<file path="config.mk">
export PLATFORM = sky130hd
export DESIGN_NAME = axil_reg_file_flat
export DESIGN_NICKNAME = d
export VERILOG_FILES = /design/src/rtl/axil_reg_file_if.sv /design/src/rtl/axil_reg_file.sv /design/src/flat_wrapper.sv
export SDC_FILE = /design/constraint.sdc
export NUM_CORES = 1
export LEC_CHECK = 0
export ABC_CLOCK_PERIOD_IN_PS = 7700
export CELL_PAD_IN_SITES_DETAIL_PLACEMENT = 0
export CELL_PAD_IN_SITES_GLOBAL_PLACEMENT = 1
export CORE_MARGIN = 2
export CORE_UTILIZATION = 41
export CTS_BUF_LIST = sky130_fd_sc_hd__clkbuf_8
export DETAILED_ROUTE_END_ITERATION = 16
export GPL_TIMING_DRIVEN = 0
export HOLD_SLACK_MARGIN = 0.02
export MAX_ROUTING_LAYER = met4
export PLACE_DENSITY_LB_ADDON = 0.2
export SYNTH_ARGS = -nofsm -noshare
export SYNTH_HDL_FRONTEND = slang
export SYNTH_SLANG_ARGS = --single-unit
</file>
<file path="constraint.sdc">
create_clock -name clk -period 7.7 [get_ports clk]
set_input_delay 1.54 -clock clk [delete_from_list [all_inputs] [get_ports clk]]
set_output_delay 1.54 -clock clk [all_outputs]
set_load 0.005 [all_outputs]
</file>
<file path="src/rtl/axil_reg_file_if.sv">
// AXI-Lite bus bundle for axil_reg_file: AW/W/B/AR/R channels with master and slave views.
interface axil_reg_file_if #(
  parameter int ADDR_W = 12
) ();
  logic              awValid;
  logic              awReady;
  logic [ADDR_W-1:0] awAddr;
  logic [2:0]        awProt;
  logic              wValid;
  logic              wReady;
  logic [31:0]       wData;
  logic [3:0]        wStrb;
  logic              bValid;
  logic              bReady;
  logic [1:0]        bResp;
  logic              arValid;
  logic              arReady;
  logic [ADDR_W-1:0] arAddr;
  logic [2:0]        arProt;
  logic              rValid;
  logic              rReady;
  logic [31:0]       rData;
  logic [1:0]        rResp;

  modport master (
    output awValid, awAddr, awProt, wValid, wData, wStrb, bReady,
           arValid, arAddr, arProt, rReady,
    input  awReady, wReady, bValid, bResp, arReady, rValid, rData, rResp
  );

  modport slave (
    input  awValid, awAddr, awProt, wValid, wData, wStrb, bReady,
           arValid, arAddr, arProt, rReady,
    output awReady, wReady, bValid, bResp, arReady, rValid, rData, rResp
  );
endinterface

</file>
<file path="src/rtl/axil_reg_file.sv">
// AXI-Lite register bank: NUM_REGS x 32-bit registers, independent read/write FSMs, DECERR on misses.
// Optional byte strobes enabled by defining AXIL_REG_FILE_STRB_EN.
module axil_reg_file #(
  parameter int ADDR_W   = 12,
  parameter int NUM_REGS = 16
) (
  input  logic                     clk,
  input  logic                     rstn,
  axil_reg_file_if.slave           bus,
  output logic [NUM_REGS*32-1:0]   regsOut,
  output logic [NUM_REGS-1:0]      wrPulse
);

  localparam int IDX_W = ADDR_W - 2;
  localparam logic [1:0] OKAY   = 2'b00;
  localparam logic [1:0] DECERR = 2'b11;

  typedef enum logic [1:0] {W_IDLE, W_AW, W_W, W_RESP} wstate_t;
  typedef enum logic       {R_IDLE, R_DATA}            rstate_t;

  wstate_t wstate;
  rstate_t rstate;

  logic [NUM_REGS-1:0][31:0] regs;
  logic [IDX_W-1:0]          aw_idx_q;
  logic [31:0]               w_data_q;
  logic [3:0]                w_strb_q;

  logic             aw_hs, w_hs, ar_hs;
  logic             commit, c_hit, ar_hit;
  logic [IDX_W-1:0] c_idx, ar_idx;
  logic [31:0]      c_data, rd_data;
  logic [3:0]       c_strb;

  function automatic logic is_hit(input logic [IDX_W-1:0] idx);
    return {1'b0, idx} < (IDX_W+1)'(NUM_REGS);
  endfunction

`ifdef AXIL_REG_FILE_STRB_EN
  function automatic logic [31:0] strb_merge(input logic [31:0] old, input logic [31:0] din,
                                             input logic [3:0] strb);
    logic [31:0] res;
    res = old;
    for (int unsigned b = 0; b < 4; b++)
      if (strb[b]) res[8*b +: 8] = din[8*b +: 8];
    return res;
  endfunction
  logic unused_ok;
  assign unused_ok = ^{bus.awProt, bus.arProt, bus.awAddr[1:0], bus.arAddr[1:0]};
`else
  logic unused_ok;
  assign unused_ok = ^{bus.awProt, bus.arProt, bus.awAddr[1:0], bus.arAddr[1:0], c_strb};
`endif

  assign aw_hs  = bus.awValid & bus.awReady;
  assign w_hs   = bus.wValid  & bus.wReady;
  assign ar_hs  = bus.arValid & bus.arReady;
  assign ar_idx = bus.arAddr[ADDR_W-1:2];
  assign ar_hit = is_hit(ar_idx);
  assign c_hit  = is_hit(c_idx);

  // Commit mixes live and held channel values depending on which half arrived first.
  always_comb begin
    commit = 1'b0;
    c_idx  = aw_idx_q;
    c_data = w_data_q;
    c_strb = w_strb_q;
    case (wstate)
      W_IDLE: if (aw_hs && w_hs) begin
        commit = 1'b1;
        c_idx  = bus.awAddr[ADDR_W-1:2];
        c_data = bus.wData;
        c_strb = bus.wStrb;
      end
      W_AW: if (w_hs) begin
        commit = 1'b1;
        c_data = bus.wData;
        c_strb = bus.wStrb;
      end
      W_W: if (aw_hs) begin
        commit = 1'b1;
        c_idx  = bus.awAddr[ADDR_W-1:2];
      end
      default: ;
    endcase
  end

  always_comb begin
    rd_data = '0;
    for (int unsigned i = 0; i < NUM_REGS; i++)
      if (ar_hit && ar_idx == IDX_W'(i)) rd_data = regs[i];
  end

  always_ff @(posedge clk) begin
    if (!rstn) begin
      wstate      <= W_IDLE;
      bus.awReady <= 1'b0;
      bus.wReady  <= 1'b0;
      bus.bValid  <= 1'b0;
      bus.bResp   <= '0;
      aw_idx_q    <= '0;
      w_data_q    <= '0;
      w_strb_q    <= '0;
    end else if (commit) begin
      wstate      <= W_RESP;
      bus.awReady <= 1'b0;
      bus.wReady  <= 1'b0;
      bus.bValid  <= 1'b1;
      bus.bResp   <= c_hit ? OKAY : DECERR;
    end else begin
      case (wstate)
        W_IDLE: begin
          if (aw_hs) begin
            wstate      <= W_AW;
            aw_idx_q    <= bus.awAddr[ADDR_W-1:2];
            bus.awReady <= 1'b0;
            bus.wReady  <= 1'b1;
          end else if (w_hs) begin
            wstate      <= W_W;
            w_data_q    <= bus.wData;
            w_strb_q    <= bus.wStrb;
            bus.awReady <= 1'b1;
            bus.wReady  <= 1'b0;
          end else begin
            bus.awReady <= 1'b1;
            bus.wReady  <= 1'b1;
          end
        end
        W_RESP: if (bus.bReady) begin
          wstate      <= W_IDLE;
          bus.bValid  <= 1'b0;
          bus.awReady <= 1'b1;
          bus.wReady  <= 1'b1;
        end
        default: ;
      endcase
    end
  end

  always_ff @(posedge clk) begin
    if (!rstn) begin
      regs    <= '0;
      wrPulse <= '0;
    end else begin
      wrPulse <= '0;
      if (commit && c_hit) begin
        for (int unsigned i = 0; i < NUM_REGS; i++) begin
          if (c_idx == IDX_W'(i)) begin
`ifdef AXIL_REG_FILE_STRB_EN
            regs[i] <= strb_merge(regs[i], c_data, c_strb);
`else
            regs[i] <= c_data;
`endif
            wrPulse[i] <= 1'b1;
          end
        end
      end
    end
  end

  always_ff @(posedge clk) begin
    if (!rstn) begin
      rstate      <= R_IDLE;
      bus.arReady <= 1'b0;
      bus.rValid  <= 1'b0;
      bus.rData   <= '0;
      bus.rResp   <= '0;
    end else begin
      case (rstate)
        R_IDLE: begin
          if (ar_hs) begin
            rstate      <= R_DATA;
            bus.arReady <= 1'b0;
            bus.rValid  <= 1'b1;
            bus.rData   <= rd_data;
            bus.rResp   <= ar_hit ? OKAY : DECERR;
          end else begin
            bus.arReady <= 1'b1;
          end
        end
        R_DATA: if (bus.rReady) begin
          rstate      <= R_IDLE;
          bus.rValid  <= 1'b0;
          bus.arReady <= 1'b1;
        end
        default: ;
      endcase
    end
  end

  assign regsOut = regs;

endmodule

</file>
<file path="src/flat_wrapper.sv">
// flat-port wrapper written by rule: the top's interface ports become plain ports
module axil_reg_file_flat 
#(
  parameter int ADDR_W   = 12,
  parameter int NUM_REGS = 16
)
  (clk, rstn, regsOut, wrPulse, bus_awValid, bus_awAddr, bus_awProt, bus_wValid, bus_wData, bus_wStrb, bus_bReady, bus_arValid, bus_arAddr, bus_arProt, bus_rReady, bus_awReady, bus_wReady, bus_bValid, bus_bResp, bus_arReady, bus_rValid, bus_rData, bus_rResp);
  axil_reg_file_if #(.ADDR_W(ADDR_W)) bus_i ();
  input  logic clk;
  input  logic rstn;
  output logic [NUM_REGS*32-1:0] regsOut;
  output logic [NUM_REGS-1:0] wrPulse;
  input wire logic [$bits(bus_i.awValid)-1:0] bus_awValid;
  input wire logic [$bits(bus_i.awAddr)-1:0] bus_awAddr;
  input wire logic [$bits(bus_i.awProt)-1:0] bus_awProt;
  input wire logic [$bits(bus_i.wValid)-1:0] bus_wValid;
  input wire logic [$bits(bus_i.wData)-1:0] bus_wData;
  input wire logic [$bits(bus_i.wStrb)-1:0] bus_wStrb;
  input wire logic [$bits(bus_i.bReady)-1:0] bus_bReady;
  input wire logic [$bits(bus_i.arValid)-1:0] bus_arValid;
  input wire logic [$bits(bus_i.arAddr)-1:0] bus_arAddr;
  input wire logic [$bits(bus_i.arProt)-1:0] bus_arProt;
  input wire logic [$bits(bus_i.rReady)-1:0] bus_rReady;
  output wire logic [$bits(bus_i.awReady)-1:0] bus_awReady;
  output wire logic [$bits(bus_i.wReady)-1:0] bus_wReady;
  output wire logic [$bits(bus_i.bValid)-1:0] bus_bValid;
  output wire logic [$bits(bus_i.bResp)-1:0] bus_bResp;
  output wire logic [$bits(bus_i.arReady)-1:0] bus_arReady;
  output wire logic [$bits(bus_i.rValid)-1:0] bus_rValid;
  output wire logic [$bits(bus_i.rData)-1:0] bus_rData;
  output wire logic [$bits(bus_i.rResp)-1:0] bus_rResp;
  assign bus_i.awValid = bus_awValid;
  assign bus_i.awAddr = bus_awAddr;
  assign bus_i.awProt = bus_awProt;
  assign bus_i.wValid = bus_wValid;
  assign bus_i.wData = bus_wData;
  assign bus_i.wStrb = bus_wStrb;
  assign bus_i.bReady = bus_bReady;
  assign bus_i.arValid = bus_arValid;
  assign bus_i.arAddr = bus_arAddr;
  assign bus_i.arProt = bus_arProt;
  assign bus_i.rReady = bus_rReady;
  assign bus_awReady = bus_i.awReady;
  assign bus_wReady = bus_i.wReady;
  assign bus_bValid = bus_i.bValid;
  assign bus_bResp = bus_i.bResp;
  assign bus_arReady = bus_i.arReady;
  assign bus_rValid = bus_i.rValid;
  assign bus_rData = bus_i.rData;
  assign bus_rResp = bus_i.rResp;
  axil_reg_file #(.ADDR_W(ADDR_W), .NUM_REGS(NUM_REGS)) u_core (.clk(clk), .rstn(rstn), .bus(bus_i), .regsOut(regsOut), .wrPulse(wrPulse));
endmodule
</file>
==> results of run 1 <==
## state kept, by name, indices dropped and copies added (netlist names)
name,count
u_core.bus.arReady,1
u_core.bus.bResp,1
u_core.bus.rResp,1
u_core.aw_idx_q,10
u_core.bus.rValid,1
u_core.bus.bValid,1
u_core.regsOut,512
u_core.wstate,2
u_core.bus.awReady,1
u_core.rstate,1
u_core.bus.wReady,1
u_core.wrPulse,16
u_core.bus.rData,32
u_core.w_data_q,32
## worst paths after layout
path	slack (ns)	startpoint	endpoint
worst max-delay path	1.81	bus_arAddr[2]	u_core.bus.rData[22]
worst min register to register	0.45	u_core.w_data_q[7]	u_core.w_data_q[7]
worst min-delay path	0.45	u_core.w_data_q[7]	u_core.w_data_q[7]
worst max register to register	3.92	u_core.bus.awReady	u_core.regsOut[350]
## power by group
group	total (W)	switching (W)	internal, W
registers	0.00327	0.0000468	0.00322
logic	0.00132	0.000989	0.000329
clock network	0.00305	0.00147	0.00158
total	0.00764	0.00251	0.00514
## cells by family (layout without fill, tap and decap cells)
| logic type | count (synthesis) | after routing | share of synthesized area, % |
|---|---|---|---|
| AOI/OAI and AO/OA | 970 | 970 | 24.1 |
| and+or+nand+nor | 878 | 878 | 16.2 |
| DFF | 612 | 612 | 46.5 |
| buffers and inverters | 315 | 1124 | 4.92 |
| muxes | 202 | 202 | 8.11 |
| adders and majority gates | 4 | 4 | 0.190 |
| other | 0 | 13 | 0 |
## worst register-to-register path: cells and delay by family, from the launching register on
family                 cells  cell delay [ns]
AOI/OAI and AO/OA          3             1.08
DFF                        1             0.32
buffers and inverters      3             1.22
and+or+nand+nor            2             1.03
## per-layer routing
layer  global-route usage (%)  vias up
met4                     36.4        0
met5                        -        -
met2                     72.1     2932
li1                         -    12529
met1                     59.7    15318
met3                     17.6      805
## metrics by stage
step,worst slack [ns],hold WS [ns],power [W]
finish,1.81,0.455,0.00764
global route,2.10,0.478,0.00776
CTS,2.21,0.456,0.00750
detailed placement,1.48,0.448,0.00457
global placement,1.37,0.441,0.00455
floorplan,4.17,0.437,0.00401
## cell type report
cell class	instances	area (um2)	share of cell area, %
Antenna cell	13	32.5	0.0909
Buffer	304	1250	3.51
Timing Repair Buffer	626	6270	17.5
Multi-Input combinational cell	2054	12800	35.8
Clock inverter	53	297	0.828
Clock buffer	130	1790	5.00
Sequential cell	612	12300	34.2
Tap cell	846	1060	2.96
Inverter	11	41.3	0.115
## cells in the final DEF (no fill, tap or decap), types with 23 or more instances in the layout
cell and count:
clkbuf_8 130, buf_2 45, buf_1 42, nand2_1 291, o22ai_1 46, a22o_1 31
nor2_1 97, clkbuf_1 201, mux2i_1 182, nor3_1 23, a22oi_1 60, dfxtp_1 612
inv_1 38, o21ai_1 23, clkdlybuf4s50_1 624, a21oi_1 125, nand3_1 340, o21ai_0 401
a32o_1 88, and2_1 24
==> flow_summary.ini, run 1 <==
[setup_path]
path_max_fanout = 11
path_buf_inv = 5
path_depth = 8
arrival_ns = 6.47
critPathKind = in -> reg
slowest_delay_ns = 1.19
worstPathCellList = clkdlybuf4s50_1 -> clkbuf_1 -> buf_1 -> buf_2 -> buf_1 -> o22ai_1 -> a311oi_1 -> o31ai_1
r2r_cells = 8
crit_family = buffers and inverters
cpMostUsedCell = buf_1
start_kind = primary input
slowest_stage = buf_1
endpoint_kind = register
required_ns = 8.28

[layout]
final_nets = 3791
finalNonFillerCells = 4649
fill_cells = 5849
finish.utilization_pct = 56.5
final_area_mm2 = 0.0358
syn2layout_area_growth_pct = 35.9
final_layout_size_suffix_gt1_share_pct = 7.52

[clocking]
clockBufferDepth = 3
cts_tree = done
post_cts.repair.setup_buffers = 0
htreeDepth = 3
worstSkewPairLatency_ns = 0.77
ctsHoldBuffers = 0
cts_resized = 0
cts_num_sinks = 612
cts.clk_slew.worst_paths_ns = 0.06
cts_root_buffer = clkbuf_8
numCtsBuffers = 105

[drt]
drt-met1-wl_um = 61000
route.met3.wl_um = 23500
wirelength_um = 171000
met2_length_um = 71800
routed.top_layer = met4
vias_per_cell = 6.79
drc_errors = 0
drt_iter0_markers = 5200
antenna_left = 0
wire_per_inst_um = 36.8
dr.pass1.iters = 9
vias = 31584

[floorplanning]
die_area_mm2 = 0.0663
rows = 92
io_pins = 642
die-height_um = 257
die_w_um = 257
core_mm2 = 0.0633
initial_core_util_pct = 41.6

[synthesis]
yosys-top-cells-count = 612 x dfxtp_1, 402 x o21ai_0, 340 x nand3_1
synth_area_leader_cell = dfxtp_1
ys_top_cells_by_area = dfxtp_1 47%, o21ai_0 7.6%, mux2i_1 6.9%
yosys.area.top_type_share_pct = 46.5
ys_ff_latch = 612
yosysMostFrequentCell = dfxtp_1
ys_async_sr_fraction_pct = 0
synth_nets = 3058
synth_cell_types = 89
ys_seq_area_share_pct = 46.5
synth_area_mm2 = 0.0263
syn_area_per_cell_um2 = 8.84
synth_ff_type = dfxtp_1
synth_edf_count = 0
ys_warn_count = 0
netlist_instances = 2981

[sta]
finalSetupTns_ns = 0
min_period_over_period_pct = 76.5
fmax_mhz = 170
period_needed_ns = 5.89
finalClockSkew_ns = 0.0440
hold_viol = 0
tightest_slew_ns = 1.60
slew-limit-headroom_pct = -6.99
report.final.slew_viol_count = 43
rsz0062_at_grt = false
setup_viol = 0

[global_route]
antenna_found_initial = 9
grt_max_degree = 15
grt_pass1_vias = 29662
gr-usage-all-layers_pct = 50.9
grt_first_pass_wirelength_um = 231000
gr-total-overflow = 0

[status]
violations = capacitance limit, slew limit
status = finished with violations

[place]
placed_area_mm2 = 0.0337
gp_routability_congestion = 1.09
dp.cells = 4453
io_buffers = 624
dp_hpwl_um = 131000

[power]
total_leakage_power_nw = 12.6
power_density_mw_per_mm2 = 214
peakVddDrop_v = 0.000168

[job]
drv_cap = 4

[min_path]
hold_class = reg -> reg
whs_path_depth = 2
Power figures use the tool's default switching activity.
==> inputs of run 2 (changes only) <==
--- a/config.mk
+++ b/config.mk
@@ -5,11 +5,11 @@
 export SDC_FILE = /design/constraint.sdc
 export NUM_CORES = 1
 export LEC_CHECK = 0
-export ABC_CLOCK_PERIOD_IN_PS = 7700
+export ABC_CLOCK_PERIOD_IN_PS = 5550
 export CELL_PAD_IN_SITES_DETAIL_PLACEMENT = 0
 export CELL_PAD_IN_SITES_GLOBAL_PLACEMENT = 1
 export CORE_MARGIN = 2
-export CORE_UTILIZATION = 41
+export CORE_UTILIZATION = 38
 export CTS_BUF_LIST = sky130_fd_sc_hd__clkbuf_8
 export DETAILED_ROUTE_END_ITERATION = 16
 export GPL_TIMING_DRIVEN = 0
==> constraint.sdc (replaced) <==
create_clock -name clk -period 5.55 [get_ports clk]
set_input_delay 1.11 -clock clk [delete_from_list [all_inputs] [get_ports clk]]
set_output_delay 1.11 -clock clk [all_outputs]
set_load 0.005 [all_outputs]
==> flow_summary.ini, run 2 (synthesis gave the netlist of run 1 again) <==
[status]
status = finished with violations
violations = capacitance limit, slew limit

[setup_path]
timing.rr.start = u_core.wstate[0]
required_ns = 6.21
start_kind = primary input
r2r_cells = 10
cp-startpoint = bus_arAddr[2]
worstReg2RegEnd = u_core.regsOut[472]
path_max_fanout = 10
endpoint_kind = register
critPathKind = in -> reg
arrival_ns = 6.06
rrSetupSlack_ns = 1.84

[power]
power_density_mw_per_mm2 = 301
peakVddDrop_v = 0.000223
total_leakage_power_nw = 12.7

[drt]
antenna_left = 0
wirelength_um = 176000
vias = 31339
dr.pass1.iters = 8
vias_per_cell = 6.61
wire_per_inst_um = 37.1
drc_errors = 0
drt_iter0_markers = 5230

[layout]
final_layout_size_suffix_gt1_share_pct = 7.67
largest_register_ffs = 512
finalNonFillerCells = 4741
fill_cells = 6336
layout_commonest_cell = clkdlybuf4s50_1
layout_common_cells = 624 x clkdlybuf4s50_1, 612 x dfxtp_1, 401 x o21ai_0
syn2layout_area_growth_pct = 36.9
finish.utilization_pct = 52.6
final_area_mm2 = 0.0361
final_nets = 3789

[global_route]
grt_first_pass_wirelength_um = 235000
gr-total-overflow = 0
grt_pass1_vias = 29508
antenna_found_initial = 16
gr-usage-all-layers_pct = 48.9
grt_max_degree = 16

[sta]
setup_viol = 0
finalSetupTns_ns = 0
fmax_mhz = 185
rsz0062_at_grt = false
report.final.slew_viol_count = 27
slew-limit-headroom_pct = -16.7
tightest_slew_ns = 1.75
min_period_over_period_pct = 97.4
period_needed_ns = 5.41
finalClockSkew_ns = 0.0377
hold_viol = 0

[clocking]
cts_tree = done
numCtsBuffers = 103
cts_root_buffer = clkbuf_8
clockBufferDepth = 3
cts_num_sinks = 612
worstSkewPairLatency_ns = 0.78
cts.clk_slew.worst_paths_ns = 0.07
ctsHoldBuffers = 0
htreeDepth = 3
cts_resized = 0
post_cts.repair.setup_buffers = 0

[place]
gp_routability_congestion = 1.06
placed_area_mm2 = 0.0338
dp_hpwl_um = 136000
dp.cells = 4538
io_buffers = 624

[floorplanning]
rows = 96
core_mm2 = 0.0686
die_w_um = 267
die_area_mm2 = 0.0714
die-height_um = 267
initial_core_util_pct = 38.4
io_pins = 642

[min_path]
whs_path_depth = 2
hold_class = reg -> reg
hold_path_startpoint = u_core.w_data_q[0]
min_to = u_core.w_data_q[0]

[job]
drv_cap = 4
-- run 2: cell count changes in the layout (fill, tap and decap cells not counted) --
cell        previous run  this run
nor4_2                 1         0
nor4_4                 1         2
diode_2               13        15
inv_1                 38        36
clkinv_2              16        17
inv_6                  2         5
clkbuf_1             201       202
clkbuf_2               1         0
clkinvlp_4             2         1
clkbuf_8             130       128
bufinv_16              2         6
clkinv_8               0         2
-- run 2: stage by stage --
stage | worst slack (ns) | power, W | hold WS (ns)
3_3_place_gp | -0.470 | 0.00633 | 0.442
4_1_cts | 0.507 | 0.0107 | 0.455
6_report | 0.144 | 0.0108 | 0.456
2_1_floorplan | 2.45 | 0.00556 | 0.437
3_5_place_dp | -0.244 | 0.00637 | 0.447
5_1_grt | 0.336 | 0.0110 | 0.479
-- run 2: cell type report --
type / instances / area, um2 / area share, %
antenna: 15 / 37.5 / 0.104
tap: 931 / 1160 / 3.23
clock buffer: 128 / 1760 / 4.89
timing repair buffer: 626 / 6270 / 17.4
buffer: 304 / 1250 / 3.48
clock inverter: 60 / 465 / 1.29
sequential: 612 / 12300 / 34.0
multi-input combinational: 2054 / 12800 / 35.5
inverter: 11 / 41.3 / 0.115
-- run 2: worst max-delay path by stage --
stage | end | slack (ns) | cells past startpoint
after floorplan | u_core.regsOut[108] | 2.45 | 10
after global placement | u_core.bus.rData[17] | -0.47 | 6
after detailed placement | u_core.bus.rData[27] | -0.24 | 9
final | u_core.bus.rData[27] | 0.14 | 9
after CTS | u_core.bus.rData[27] | 0.51 | 9
after global routing | u_core.bus.rData[27] | 0.34 | 9
-- run 2: worst max-delay path: stages --
cell	delay, ns
clkdlybuf4s50_1	0.57
buf_2	0.47
clkbuf_1	0.92
buf_1	1.28
o21ai_0	0.74
o221ai_1	0.23
a211oi_1	0.17
o21ai_0	0.44
a21oi_1	0.12
-- run 2: power breakdown --
group / internal (W) / switching, W / leakage (nW)
sequential: 0.00447 / 0.0000654 / 4.93
clock: 0.00238 / 0.00208 / 1.26
combinational: 0.000457 / 0.00138 / 6.51
total: 0.00731 / 0.00353 / 12.7
-- run 2: per-layer routing --
metal  vias to the layer above  wire length, um  track usage, %
li1                      12540                -               -
met1                     15403            64600            58.8
met2                      2695            75400            71.3
met3                       701            21700            13.0
met4                         0            14400            33.1
met5                         -                0               -
